--- src/rtl/multicycle_controller.sv ---
// Main control FSM for a multicycle MIPS datapath (shared memory, shared ALU).
// Decodes Op/Funct from the IR and drives every mux select, write enable and ALU op.
// Outputs decode from the current state; PCEn also folds in zero_flag in the same cycle.
module multicycle_controller #(
  parameter int OP_width      = 6,
  parameter int FUNCT_width   = 6,
  parameter int ALUCTRL_width = 3,
  parameter int STATE_width   = 4
) (
  input  logic                     clk,
  input  logic                     rst,
  input  logic [OP_width-1:0]      Op,
  input  logic [FUNCT_width-1:0]   Funct,
  input  logic                     zero_flag,
  output logic                     IorD,
  output logic                     MemWrite,
  output logic                     IRWrite,
  output logic                     RegDst,
  output logic                     MemtoReg,
  output logic                     RegWrite,
  output logic                     ALUSrcA,
  output logic [1:0]               ALUSrcB,
  output logic [ALUCTRL_width-1:0] ALUControl,
  output logic [1:0]               PCSrc,
  output logic                     PCEn,
  output logic                     instr_done,
  output logic                     illegal,
  output logic [STATE_width-1:0]   state
);

  typedef enum logic [STATE_width-1:0] {
    S_FETCH   = STATE_width'(0),
    S_DECODE  = STATE_width'(1),
    S_MEMADR  = STATE_width'(2),
    S_MEMRD   = STATE_width'(3),
    S_MEMWB   = STATE_width'(4),
    S_MEMWR   = STATE_width'(5),
    S_EXECUTE = STATE_width'(6),
    S_ALUWB   = STATE_width'(7),
    S_BRANCH  = STATE_width'(8),
    S_ADDIEX  = STATE_width'(9),
    S_ADDIWB  = STATE_width'(10),
    S_JUMP    = STATE_width'(11)
  } state_t;

  localparam logic [OP_width-1:0] OP_LW   = OP_width'(6'b100011);
  localparam logic [OP_width-1:0] OP_SW   = OP_width'(6'b101011);
  localparam logic [OP_width-1:0] OP_RTYP = OP_width'(6'b000000);
  localparam logic [OP_width-1:0] OP_BEQ  = OP_width'(6'b000100);
  localparam logic [OP_width-1:0] OP_ADDI = OP_width'(6'b001000);
  localparam logic [OP_width-1:0] OP_J    = OP_width'(6'b000010);

  localparam logic [FUNCT_width-1:0] FN_ADD = FUNCT_width'(6'b100000);
  localparam logic [FUNCT_width-1:0] FN_SUB = FUNCT_width'(6'b100010);
  localparam logic [FUNCT_width-1:0] FN_AND = FUNCT_width'(6'b100100);
  localparam logic [FUNCT_width-1:0] FN_OR  = FUNCT_width'(6'b100101);
  localparam logic [FUNCT_width-1:0] FN_SLT = FUNCT_width'(6'b101010);

  localparam logic [ALUCTRL_width-1:0] ALU_ADD = ALUCTRL_width'(3'b010);
  localparam logic [ALUCTRL_width-1:0] ALU_SUB = ALUCTRL_width'(3'b110);
  localparam logic [ALUCTRL_width-1:0] ALU_AND = ALUCTRL_width'(3'b000);
  localparam logic [ALUCTRL_width-1:0] ALU_OR  = ALUCTRL_width'(3'b001);
  localparam logic [ALUCTRL_width-1:0] ALU_SLT = ALUCTRL_width'(3'b111);

  state_t state_q, state_d;
  logic   pc_write, branch;

  // Next-state selection; Op is only consulted in DECODE and MEMADR.
  always_comb begin
    state_d = S_FETCH;
    case (state_q)
      S_FETCH:   state_d = S_DECODE;
      S_DECODE: begin
        if (Op == OP_LW || Op == OP_SW) state_d = S_MEMADR;
        else if (Op == OP_RTYP)         state_d = S_EXECUTE;
        else if (Op == OP_BEQ)          state_d = S_BRANCH;
        else if (Op == OP_ADDI)         state_d = S_ADDIEX;
        else if (Op == OP_J)            state_d = S_JUMP;
        else                            state_d = S_FETCH;
      end
      S_MEMADR:  state_d = (Op == OP_LW) ? S_MEMRD : S_MEMWR;
      S_MEMRD:   state_d = S_MEMWB;
      S_EXECUTE: state_d = S_ALUWB;
      S_ADDIEX:  state_d = S_ADDIWB;
      default:   state_d = S_FETCH;
    endcase
  end

  // State register; reset returns to FETCH at once, aborting any instruction.
  always_ff @(posedge clk or posedge rst) begin
    if (rst) state_q <= S_FETCH;
    else     state_q <= state_d;
  end

  // Moore output decode, forced to all-zero while reset is held.
  always_comb begin
    IorD       = 1'b0;
    MemWrite   = 1'b0;
    IRWrite    = 1'b0;
    RegDst     = 1'b0;
    MemtoReg   = 1'b0;
    RegWrite   = 1'b0;
    ALUSrcA    = 1'b0;
    ALUSrcB    = 2'b00;
    ALUControl = ALU_ADD;
    PCSrc      = 2'b00;
    pc_write   = 1'b0;
    branch     = 1'b0;
    instr_done = 1'b0;
    illegal    = 1'b0;
    case (state_q)
      S_FETCH: begin
        ALUSrcB  = 2'b01;
        IRWrite  = 1'b1;
        pc_write = 1'b1;
      end
      S_DECODE: begin
        // Branch target is precomputed here into ALUOut.
        ALUSrcB = 2'b11;
        illegal = !(Op == OP_LW || Op == OP_SW || Op == OP_RTYP ||
                    Op == OP_BEQ || Op == OP_ADDI || Op == OP_J);
      end
      S_MEMADR, S_ADDIEX: begin
        ALUSrcA = 1'b1;
        ALUSrcB = 2'b10;
      end
      S_MEMRD: IorD = 1'b1;
      S_MEMWB: begin
        MemtoReg   = 1'b1;
        RegWrite   = 1'b1;
        instr_done = 1'b1;
      end
      S_MEMWR: begin
        IorD       = 1'b1;
        MemWrite   = 1'b1;
        instr_done = 1'b1;
      end
      S_EXECUTE: begin
        ALUSrcA = 1'b1;
        case (Funct)
          FN_ADD:  ALUControl = ALU_ADD;
          FN_SUB:  ALUControl = ALU_SUB;
          FN_AND:  ALUControl = ALU_AND;
          FN_OR:   ALUControl = ALU_OR;
          FN_SLT:  ALUControl = ALU_SLT;
          default: illegal    = 1'b1;
        endcase
      end
      S_ALUWB: begin
        RegDst     = 1'b1;
        RegWrite   = 1'b1;
        instr_done = 1'b1;
      end
      S_BRANCH: begin
        ALUSrcA    = 1'b1;
        ALUControl = ALU_SUB;
        PCSrc      = 2'b01;
        branch     = 1'b1;
        instr_done = 1'b1;
      end
      S_ADDIWB: begin
        RegWrite   = 1'b1;
        instr_done = 1'b1;
      end
      S_JUMP: begin
        PCSrc      = 2'b10;
        pc_write   = 1'b1;
        instr_done = 1'b1;
      end
      default: illegal = 1'b1;
    endcase
    if (rst) begin
      IorD       = 1'b0;
      MemWrite   = 1'b0;
      IRWrite    = 1'b0;
      RegDst     = 1'b0;
      MemtoReg   = 1'b0;
      RegWrite   = 1'b0;
      ALUSrcA    = 1'b0;
      ALUSrcB    = 2'b00;
      ALUControl = '0;
      PCSrc      = 2'b00;
      pc_write   = 1'b0;
      branch     = 1'b0;
      instr_done = 1'b0;
      illegal    = 1'b0;
    end
  end

  assign PCEn  = pc_write | (branch & zero_flag);
  assign state = state_q;

endmodule

--- config.mk ---
export PLATFORM = sky130hd
export DESIGN_NAME = multicycle_controller
export DESIGN_NICKNAME = d
export VERILOG_FILES = /design/src/rtl/multicycle_controller.sv
export SDC_FILE = /design/constraint.sdc
export NUM_CORES = 1
export LEC_CHECK = 0
export ABC_AREA = 0
export CAP_MARGIN = 20
export CORE_MARGIN = 1.5
export CORE_UTILIZATION = 36
export CTS_CLUSTER_DIAMETER = 30
export CTS_CLUSTER_SIZE = 24
export DETAILED_ROUTE_END_ITERATION = 10
export PLACE_DENSITY = 0.83
export RECOVER_POWER = 25
export SYNTH_ARGS = -nofsm -noshare
export SYNTH_HDL_FRONTEND = slang
export SYNTH_SLANG_ARGS = --single-unit
--- constraint.sdc ---
create_clock -name clk -period 1.7 [get_ports clk]
set_input_delay 0.425 -clock clk [delete_from_list [all_inputs] [get_ports clk]]
set_output_delay 0.425 -clock clk [all_outputs]
set_load 0.05 [all_outputs]
==> results.ini, run 1 <==
[synth]
ys_warn_count=0
yosys_register_bits=4
ys_seq_area_share_pct=16.7
synth_fp_nets=98
netlist_area_um2=599
synthCells=83
postSynthAreaPerCell_um2=7.22
synth.distinct_cells=34

[placed_design]
gp_congestion=0.831
numPortBuffers=35

[floorplan]
rows=14
die_h_um=43.8
start_util_pct=39.3
die_width_um=43.8
io_pins=36

[outcome]
stop_stage=3_5_place_dp
firstError=[ERROR DPL-0038] Utilization greater than 100%, impossible to legalize
status=did not finish

==> synthesized netlist by cell type <==
cell	n	area [um^2]
nor4b_2	1	15.0
o31ai_1	1	7.51
a211o_1	1	8.76
nand4_1	2	12.5
clkbuf_1	1	3.75
nor4_1	4	25.0
o32a_1	1	10.0
dfrtp_1	4	100
a31oi_1	2	12.5
a211oi_1	2	15.0
nor3b_1	3	22.5
mux2i_1	2	20.0
nand2b_1	6	37.5
nor2b_1	5	31.3
or3b_1	1	8.76
a21oi_1	2	10.0
or3_4	1	11.3
nor4b_1	1	8.76
xnor2_1	2	17.5
nor2_1	10	37.5
and2b_1	1	7.51
a22oi_1	2	15.0
nand3_1	1	5.00
buf_2	1	5.00
o21ai_0	2	10.0
nand2_1	8	30.0
nor4_2	1	12.5
a21o_1	1	7.51
inv_1	2	7.51
o32ai_1	2	17.5
nand3_2	1	10.0
buf_4	3	22.5
o22ai_1	3	18.8
nor3_1	3	15.0
==> metrics by stage <==
stage	cell area [um^2]	worst slack, ns
3_3_place_gp	1650	-0.547
2_1_floorplan	881	-0.496
==> cell families after synthesis <==
kind of cell	Yosys count	synth area share [%]
buffers and inverters	7	6.47
AO/OA/AOI/OAI	19	22.1
AND/OR/NAND/NOR	49	48.4
flip-flops	4	16.7
multiplexers	2	3.34
XOR/XNOR	2	2.92
==> run 2, diff against run 1 <==
- CORE_AREA: default -> 2 2 63 65
- CORE_MARGIN: 1.5 -> default
- CORE_UTILIZATION: 36 -> default
- CTS_CLUSTER_DIAMETER: 30 -> default
- CTS_CLUSTER_SIZE: 24 -> default
- DIE_AREA: default -> 0 0 65 67
- PLACE_DENSITY: 0.83 -> default
- PLACE_DENSITY_LB_ADDON: default -> 0.15
==> run 2 against run 1 <==
Synthesized cell count unchanged. Synthesized area unchanged. The flow now finishes, with violations (setup timing).
==> results.ini, run 2 <==
[worst_setup_path]
endpoint=illegal
crit_start=state[0]
critPathTopFamily=flip-flops
r2r_end=state[0]
path_max_fanout=3
crit_buf_inv=1
cp_data_required_time_ns=1.27
end_kind=output pin
worstSetupPathType=reg2out
r2r_slack_ns=0.34
crit_chain=nand2b_4 > a31oi_4 > nor2_2 > o32ai_4 > buf_12
r2r-start=state[1]
cp_slowest_cell=dfrtp_4
arrival_ns=1.53
setup.worst_path.start_class=flip-flop
worst-path-stages=5
reg2reg_depth=5
critPathMaxStageDelay_ns=0.48

[synth]
ys_seq_area_share_pct=16.7  ; unchanged
synth_edf_count=0  ; unchanged
synth.distinct_cells=34  ; unchanged
synth_fp_nets=98  ; unchanged
ys_warn_count=0  ; unchanged
netlist_area_um2=599  ; unchanged
synth_top_area_cell=dfrtp_1
postSynthAreaPerCell_um2=7.22  ; unchanged
synthCells=83  ; unchanged
synthTopCellsByCount=nor2_1, nand2_1, nand2b_1, nor2b_1
yosysMostFrequentCell=nor2_1
post-synth-top-area-fraction_pct=16.7  ; unchanged
ys_async_sr_fraction_pct=100  ; unchanged
synthFlopType=dfrtp_1
synth_area_leaders=dfrtp_1, nand2b_1, nor2_1
yosys_register_bits=4  ; unchanged

[final_layout]
drive_above_1_share_pct=80.8
diodes=0
fin_area_um2=2100
mostFrequentLayoutCell=buf_4
area_growth_pct=251
final_cell_mix=buf_4, buf_12, buf_6
fin_cells=225
largest_reg_flops=4
nets=194

[timing]
finalMaxSlewViolations=0
layout_setup_ws_ns=-0.251
finalCritPeriodShare_pct=115
tns_ns=-2.82
setup_viol=17
hold_viol_final=0
holdWs_ns=0.321
worstMarginPinSlew_ns=0.317
clock_skew_ns=0.00125
fin_crit_ns=1.95
fmax_mhz=513
rsz0062_at_grt=true
maxSlewHeadroom_pct=78.9

[global_routing]
grt_pass1_wl_um=5300
grt.overflow.total=0
antenna_found_initial=0
grtUsageTotal_pct=15.8
grt_pass1_vias=1118
grt_max_degree=9

[routing]
postRouteAntennaNets=0
num_vias=1020
drtIter0Drc=11
via_per_inst=4.53
first_pass_iters=2
drc_errors=0
routed_wl_um=3160
wl_per_cell_um=14.1

[cts]
clock_sink_count=4
numCtsBuffers=3
clockRootBuffer=clkbuf_8
clockBufferDepth=2
cts_tree=done
clock_latency_ns=0.21
clk_pin_slew_worst_paths_ns=0.03
ctsHtreeMaxLevel=1
hold_buffers=0

[floorplan]
io_pins=36  ; unchanged
die_width_um=65  ; +48%
start_util_pct=16.6  ; -23 points
rows=22  ; +8
die_h_um=67  ; +53%
die_area_um2=4360
core-area_um2=3610

[power]
peakVddDrop_mv=0.433
switching_share_pct=43.2
p_comb_share_pct=80.8
intPower_uw=1050
seq_power_share_pct=8.8
leakage_uw=0.000861
power.density_nw_per_um2=882
power_switching_uw=801
p_clk_share_pct=10.4

[placed_design]
placed_cells=207
gp_congestion=0.754  ; -9.3%
dp_hpwl_um=2440
placed_area_um2=1750
numPortBuffers=35  ; unchanged

[outcome]
violations=setup timing
status=complete, but fails checks

[min_path]
hp-class=in2async

[flow_run]
drv_cap=0

run 2: how the worst min path moves through the flow:
stage          startpoint  endpoint  slack (ns)  cells past startpoint
6_report              rst  state[2]        0.32                      3
5_1_grt               rst  state[2]        0.36                      3
4_1_cts               rst  state[2]        0.44                      3
3_5_place_dp     state[3]  state[2]        0.71                      3
3_3_place_gp     state[3]  state[0]        0.70                      2
2_1_floorplan         rst  state[0]        0.22                      1
run 2: routing by layer:
| metal | GRT usage (%) | wire (um) |
|---|---|---|
| met2 | 34.5 | 1920 |
| met4 | 2.39 | 0 |
| met5 | 0 | 0 |
| met1 | 15.8 | 1170 |
| met3 | 1.86 | 75 |
run 2: worst reg2reg max path, stage by stage, from the launching register on:
cell	delay (ns)
dfrtp_2	0.47
buf_6	0.16
nor2b_2	0.11
nand4_1	0.17
buf_4	0.20
o32ai_1	0.13
run 2: logic make-up (layout without fill, tap and decap cells):
logic type             Yosys count  count (layout)  share of synthesized area (%)
multiplexers                     2               2                           3.34
buffers and inverters            7             101                           6.47
AND/OR/NAND/NOR                 49              49                           48.4
AO/OA/AOI/OAI                   19              19                           22.1
flip-flops                       4               4                           16.7
XOR/XNOR                         2               2                           2.92
run 2: area by class of cell:
class	count	area, um^2
fill	317	1500
timing repair buffer	96	1060
multi-input combinational	72	826
sequential	4	108
tap	48	60.1
clock buffer	3	41.3
inverter	2	7.51
run 2: timing repair:
item	CTS	global route
gates resized for setup	67	21
buffers inserted	12	6
endpoints found under the setup margin	20	18
gates cloned	0	0
pin swaps	20	9
run 2: power by group through the flow:
stage	combinational (uW)	sequential, uW	clock (uW)
after detailed placement	1340	153	0
after global placement	1320	152	0
after floorplan	614	249	0
final	1500	164	193
after CTS	1420	159	196
after global routing	1560	168	204
run 2: metrics by stage:
step	utilization, %	worst slack (ns)	total power, uW
6_report	58.3	-0.251	1850
5_1_grt	58.3	-0.302	1940
4_1_cts	55.4	-0.248	1770
3_5_place_dp	48.6	-0.664	1490
3_3_place_gp	48.6	-0.585	1470
2_1_floorplan	-	-0.496	864
(Power assumes the default switching activity.)
==> run 3, diff against run 2 <==
- clock period: 1.7 -> 1.6 ns (I/O delays scaled with it)
==> run 3 against run 2 <==
The run still ends with setup timing left. Via count decreased by 0.20%. Sequential share of layout area about the same. Design area increased by 0.65%.
==> results.ini, run 3 (synthesis results as in run 2) <==
[outcome]
status=complete, but fails checks
violations=setup timing

[final_layout]
nets=194  ; unchanged
mostFrequentLayoutCell=buf_4
largest_reg_flops=4  ; unchanged
area.sequential_um2=108  ; unchanged
area_growth_pct=253
drive_above_1_share_pct=78.5  ; -2.3 points
final_cell_mix=buf_4, buf_6, buf_12
diodes=0  ; unchanged
multiInputGateArea_um2=851  ; +3.0%
fin_cells=225  ; unchanged
fin_area_um2=2120  ; +0.65%
fillers=302  ; -4.7%

[timing]
hold_viol_final=0  ; unchanged
clock_skew_ns=0.00215  ; +0.000899 ns
layout_setup_ws_ns=-0.356  ; -0.106 ns
maxSlewHeadroom_pct=77.1  ; -1.8 points
fin_crit_ns=1.96
fmax_mhz=511
finalCritPeriodShare_pct=122
finalMaxSlewViolations=0  ; unchanged
tns_ns=-4.60  ; -1.78 ns
rsz0062_at_grt=true
holdWs_ns=0.472  ; +0.151 ns
setup_viol=17  ; unchanged
worstMarginPinSlew_ns=0.343  ; +0.0264 ns

[worst_setup_path]
crit_chain=nand2b_4 > a31oi_4 > nor2_4 > o32ai_4 > buf_12
setup.worst_path.start_class=flip-flop
worstSetupPathType=reg2out
critPathMaxStageDelay_ns=0.47  ; about the same
path_max_fanout=3  ; unchanged
end_kind=output pin
reg2reg_depth=5  ; unchanged
cp_data_required_time_ns=1.20  ; -0.07 ns
arrival_ns=1.56  ; +0.03 ns
cp_slowest_cell=dfrtp_4

[placed_design]
placed_area_um2=1760  ; +0.57%
gp_congestion=0.757  ; +0.42%
dp_hpwl_um=2330  ; -4.7%
placed_cells=210  ; +1.4%
numPortBuffers=35  ; unchanged

[cts]
clockRootBuffer=clkbuf_8
clockBufferDepth=2  ; unchanged
cts_tree=done
clk_pin_slew_worst_paths_ns=0.03  ; about the same
numCtsBuffers=3  ; unchanged
clock_latency_ns=0.22  ; about the same
ctsHtreeMaxLevel=1  ; unchanged
clock_sink_count=4  ; unchanged
hold_buffers=0  ; unchanged

[global_routing]
grt_max_degree=9  ; unchanged
busiest_layer=met2
grtUsageTotal_pct=14.9  ; -0.92 points
antenna_found_initial=0  ; unchanged
use_met2_pct=29.9  ; -4.6 points
grt_pass1_vias=1042  ; -6.8%
grt.overflow.total=0  ; unchanged
grt_util_met1_pct=15.6  ; -0.18 points
grtUsageMet3_pct=1.86  ; unchanged
grt_pass1_wl_um=4970  ; -6.2%

[routing]
num_vias=1018  ; -0.20%
routed_wl_um=2920  ; -7.8%
via_per_inst=4.52  ; -0.20%
postRouteAntennaNets=0  ; unchanged
first_pass_iters=4  ; +2
drc_errors=0  ; unchanged
wl_per_cell_um=13.0  ; -7.8%
drtIter0Drc=20  ; +9

[floorplan]
rows=22  ; unchanged
core-area_um2=3610  ; unchanged
io_pins=36  ; unchanged
die_width_um=65  ; unchanged
die_area_um2=4360  ; unchanged
die_h_um=67  ; unchanged
start_util_pct=16.6  ; unchanged

[flow_run]
drv_cap=0  ; unchanged

[power]
leakage_uw=0.000870  ; +1.1%
peakVddDrop_mv=0.554  ; +28%
total_power_uw=1950  ; +5.0%
power.density_nw_per_um2=920  ; +4.3%

[min_path]
hp-class=in2async

run 3: final cells by class:
type / count / area share (%)
multi-input cells: 72 / 40.2
flip-flops and latches: 4 / 5.09
well taps: 48 / 2.84
repair buffers: 96 / 49.4
inverters: 2 / 0.473
clock buffers: 3 / 1.95
run 3: critical path: cells and delay by family (launching register included):
kind | cells | cell delay (ns)
AND/OR/NAND/NOR | 2 | 0.22
buffers and inverters | 1 | 0.17
flip-flops | 1 | 0.47
AO/OA/AOI/OAI | 2 | 0.47
run 3: power breakdown:
| part | switching [uW] | internal (uW) |
|---|---|---|
| logic | 756 | 804 |
| clock network | 56.7 | 161 |
| registers | 36.2 | 133 |
run 3: timing repair:
| action | CTS | global route |
|---|---|---|
| setup endpoints to repair | 20 | 18 |
| pin swaps | 18 | 12 |
| cloned | 0 | 0 |
| setup buffers | 10 | 5 |
| gates resized for setup | 63 | 29 |
run 3: metrics by stage:
stage / util, % / worst slack (ns)
6_report: 58.7 / -0.356
5_1_grt: 58.7 / -0.409
4_1_cts: 55.6 / -0.353
3_5_place_dp: 48.9 / -0.704
3_3_place_gp: 48.9 / -0.636
2_1_floorplan: - / -0.571
run 3: metal layers:
layer / wire [um] / share of wire [%]
met5: 0 / 0
met4: 32 / 1.1
met3: 98 / 3.4
met2: 1670 / 57
met1: 1120 / 38
run 3: final timing paths:
kind | endpoint | startpoint | slack, ns
max reg2reg | state[0] | state[1] | 0.24
max | illegal | state[0] | -0.36
min reg2reg | state[2] | state[3] | 0.77
min | state[0] | rst | 0.47
min in group clk | state[3] | Op[2] | 0.52
max in group asynchronous | state[0] | rst | 0.92
==> run 4, diff against run 3 <==
==> constraint.sdc (replaced) <==
create_clock -name clk -period 1.6 [get_ports clk]
set_input_delay 0.32 -clock clk [delete_from_list [all_inputs] [get_ports clk]]
set_output_delay 0.32 -clock clk [all_outputs]
set_load 0.05 [all_outputs]
==> run 4 against run 3 <==
The run still ends with setup timing left. Clock power shrank 5%. Critical path depth is the same. Wire length shrank 1.4%. Global-route usage shrank 0.37 points. Register-to-register slack lost 0.13 ns. Worst setup slack gained 0.13 ns. Final cell count shrank 1.8%. Via count shrank 4.0%.
==> results.ini, run 4 (synthesis results as in run 2) <==
[floorplan]
die_width_um=65  ; unchanged
rows=22  ; unchanged
start_util_pct=16.6  ; unchanged
die_area_um2=4360  ; unchanged
core-area_um2=3610  ; unchanged
io_pins=36  ; unchanged
die_h_um=67  ; unchanged

[routing]
postRouteAntennaNets=0  ; unchanged
via_per_inst=4.42  ; -2.3%
num_vias=977  ; -4.0%
drc_errors=0  ; unchanged
first_pass_iters=3  ; -1
drtIter0Drc=35  ; +75%
routed_wl_um=2880  ; -1.4%
wl_per_cell_um=13.0  ; +0.34%

[worst_setup_path]
worstSetupPathType=reg2out
cp_slowest_cell=dfrtp_4
path_max_fanout=3  ; unchanged
crit_chain=nand2b_4 > a31oi_2 > nor2_2 > o32ai_4 > buf_12
arrival_ns=1.51  ; -0.05 ns
reg2reg_depth=6  ; +1
r2r_end=state[0]
cp_data_required_time_ns=1.28  ; +0.08 ns
setup.worst_path.start_class=flip-flop
r2r_slack_ns=0.11  ; -0.13 ns
critPathMaxStageDelay_ns=0.47  ; about the same
r2r-start=state[1]
crit_start=state[0]
end_kind=output pin

[final_layout]
largest_reg_flops=4  ; unchanged
fin_area_um2=2020  ; -4.5%
drive_above_1_share_pct=76.3  ; -2.2 points
fin_cells=221  ; -1.8%
diodes=0  ; unchanged
final_cell_mix=buf_4, buf_12, buf_6
nets=190  ; -2.1%
area_growth_pct=237
mostFrequentLayoutCell=buf_4

[placed_design]
numPortBuffers=35  ; unchanged
gp_congestion=0.755  ; -0.20%
placed_area_um2=1750  ; -0.57%
dp_hpwl_um=2280  ; -2.0%
placed_cells=207  ; -1.4%

[global_routing]
use_met2_pct=29.0  ; -0.90 points
grt_util_met1_pct=15.9  ; +0.28 points
grt_pass1_wl_um=4910  ; -1.1%
grtUsageMet3_pct=1.86  ; unchanged
grt.overflow.total=0  ; unchanged
antenna_found_initial=0  ; unchanged
busiest_layer=met2
grt_max_degree=9  ; unchanged
grt_pass1_vias=1047  ; +0.48%
grtUsageTotal_pct=14.5  ; -0.37 points

[timing]
fmax_mhz=547  ; +7.1%
hold_viol_final=0  ; unchanged
finalCritPeriodShare_pct=114  ; -8.1 points
clock_skew_ns=0.000955  ; -0.00120 ns
worstMarginPinSlew_ns=0.378  ; +0.0349 ns
finalMaxSlewViolations=0  ; unchanged
fin_crit_ns=1.83  ; -0.129 ns
maxSlewHeadroom_pct=74.8  ; -2.3 points
rsz0062_at_grt=true
layout_setup_ws_ns=-0.227  ; +0.129 ns
setup_viol=17  ; unchanged

[cts]
clk_pin_slew_worst_paths_ns=0.03  ; about the same
clockRootBuffer=clkbuf_8
cts_tree=done
ctsHtreeMaxLevel=1  ; unchanged
numCtsBuffers=3  ; unchanged
hold_buffers=0  ; unchanged
clockBufferDepth=2  ; unchanged
clock_latency_ns=0.21  ; about the same
clock_sink_count=4  ; unchanged

[power]
peakVddDrop_mv=0.382  ; -31%
leakage_uw=0.000837  ; -3.8%
power.density_nw_per_um2=949  ; +3.1%

[min_path]
hp-class=in2async

[outcome]
status=complete, but fails checks
violations=setup timing

[flow_run]
drv_cap=0  ; unchanged

==> run 4: cell type report <==
cell class	count	area, um^2
Clock buffer	3	41.3
Sequential cell	4	108
Multi-Input combinational cell	72	808
Inverter	2	7.51
Tap cell	48	60.1
Fill cell	316	1590
Timing Repair Buffer	92	996
==> run 4: how the worst max path moves through the flow <==
stage / slack (ns) / to
2_1_floorplan: -0.49 / PCEn
3_3_place_gp: -0.47 / illegal
3_5_place_dp: -0.56 / illegal
4_1_cts: -0.27 / ALUControl[2]
5_1_grt: -0.28 / RegWrite
6_report: -0.23 / illegal
==> run 4: layer usage <==
layer / up-vias / routed length (um) / share of wire [%]
met5: - / 0 / 0
met4: 0 / 0 / 0
met3: 0 / 88 / 3.1
met2: 20 / 1600 / 56
met1: 465 / 1190 / 41
li1: 492 / - / -
==> run 4: where the power goes <==
| group | switching, uW | internal, uW |
|---|---|---|
| combinational | 749 | 792 |
| clock | 46.3 | 160 |
| sequential | 35.7 | 133 |
==> run 4: critical path, delay by kind of cell (launching register included) <==
family                 cells  cell delay (ns)
DFF                        1             0.47
buffers and inverters      1             0.17
and+or+nand+nor            2             0.23
AOI/OAI and AO/OA          2             0.41
==> run 4: per-stage QoR <==
| step | power, uW | util [%] | setup TNS (ns) | setup WS, ns | hold WS, ns |
|---|---|---|---|---|---|
| floorplan | 918 | - | -3.30 | -0.491 | 0.118 |
| global placement | 1570 | 48.6 | -4.36 | -0.475 | 0.696 |
| detailed placement | 1590 | 48.6 | -4.70 | -0.558 | 0.703 |
| CTS | 1890 | 54.2 | -3.03 | -0.271 | 0.338 |
| global route | 2010 | 56.0 | -3.75 | -0.282 | 0.432 |
| finish | 1920 | 56.0 | -2.92 | -0.227 | 0.399 |
==> run 4: what timing repair did <==
action / 4_1_cts / 5_1_grt
resized for setup: 48 / 19
endpoints found under the hold margin: 0 / 0
setup endpoints to repair: 20 / 18
buffers inserted: 8 / 5
pin swaps: 19 / 11
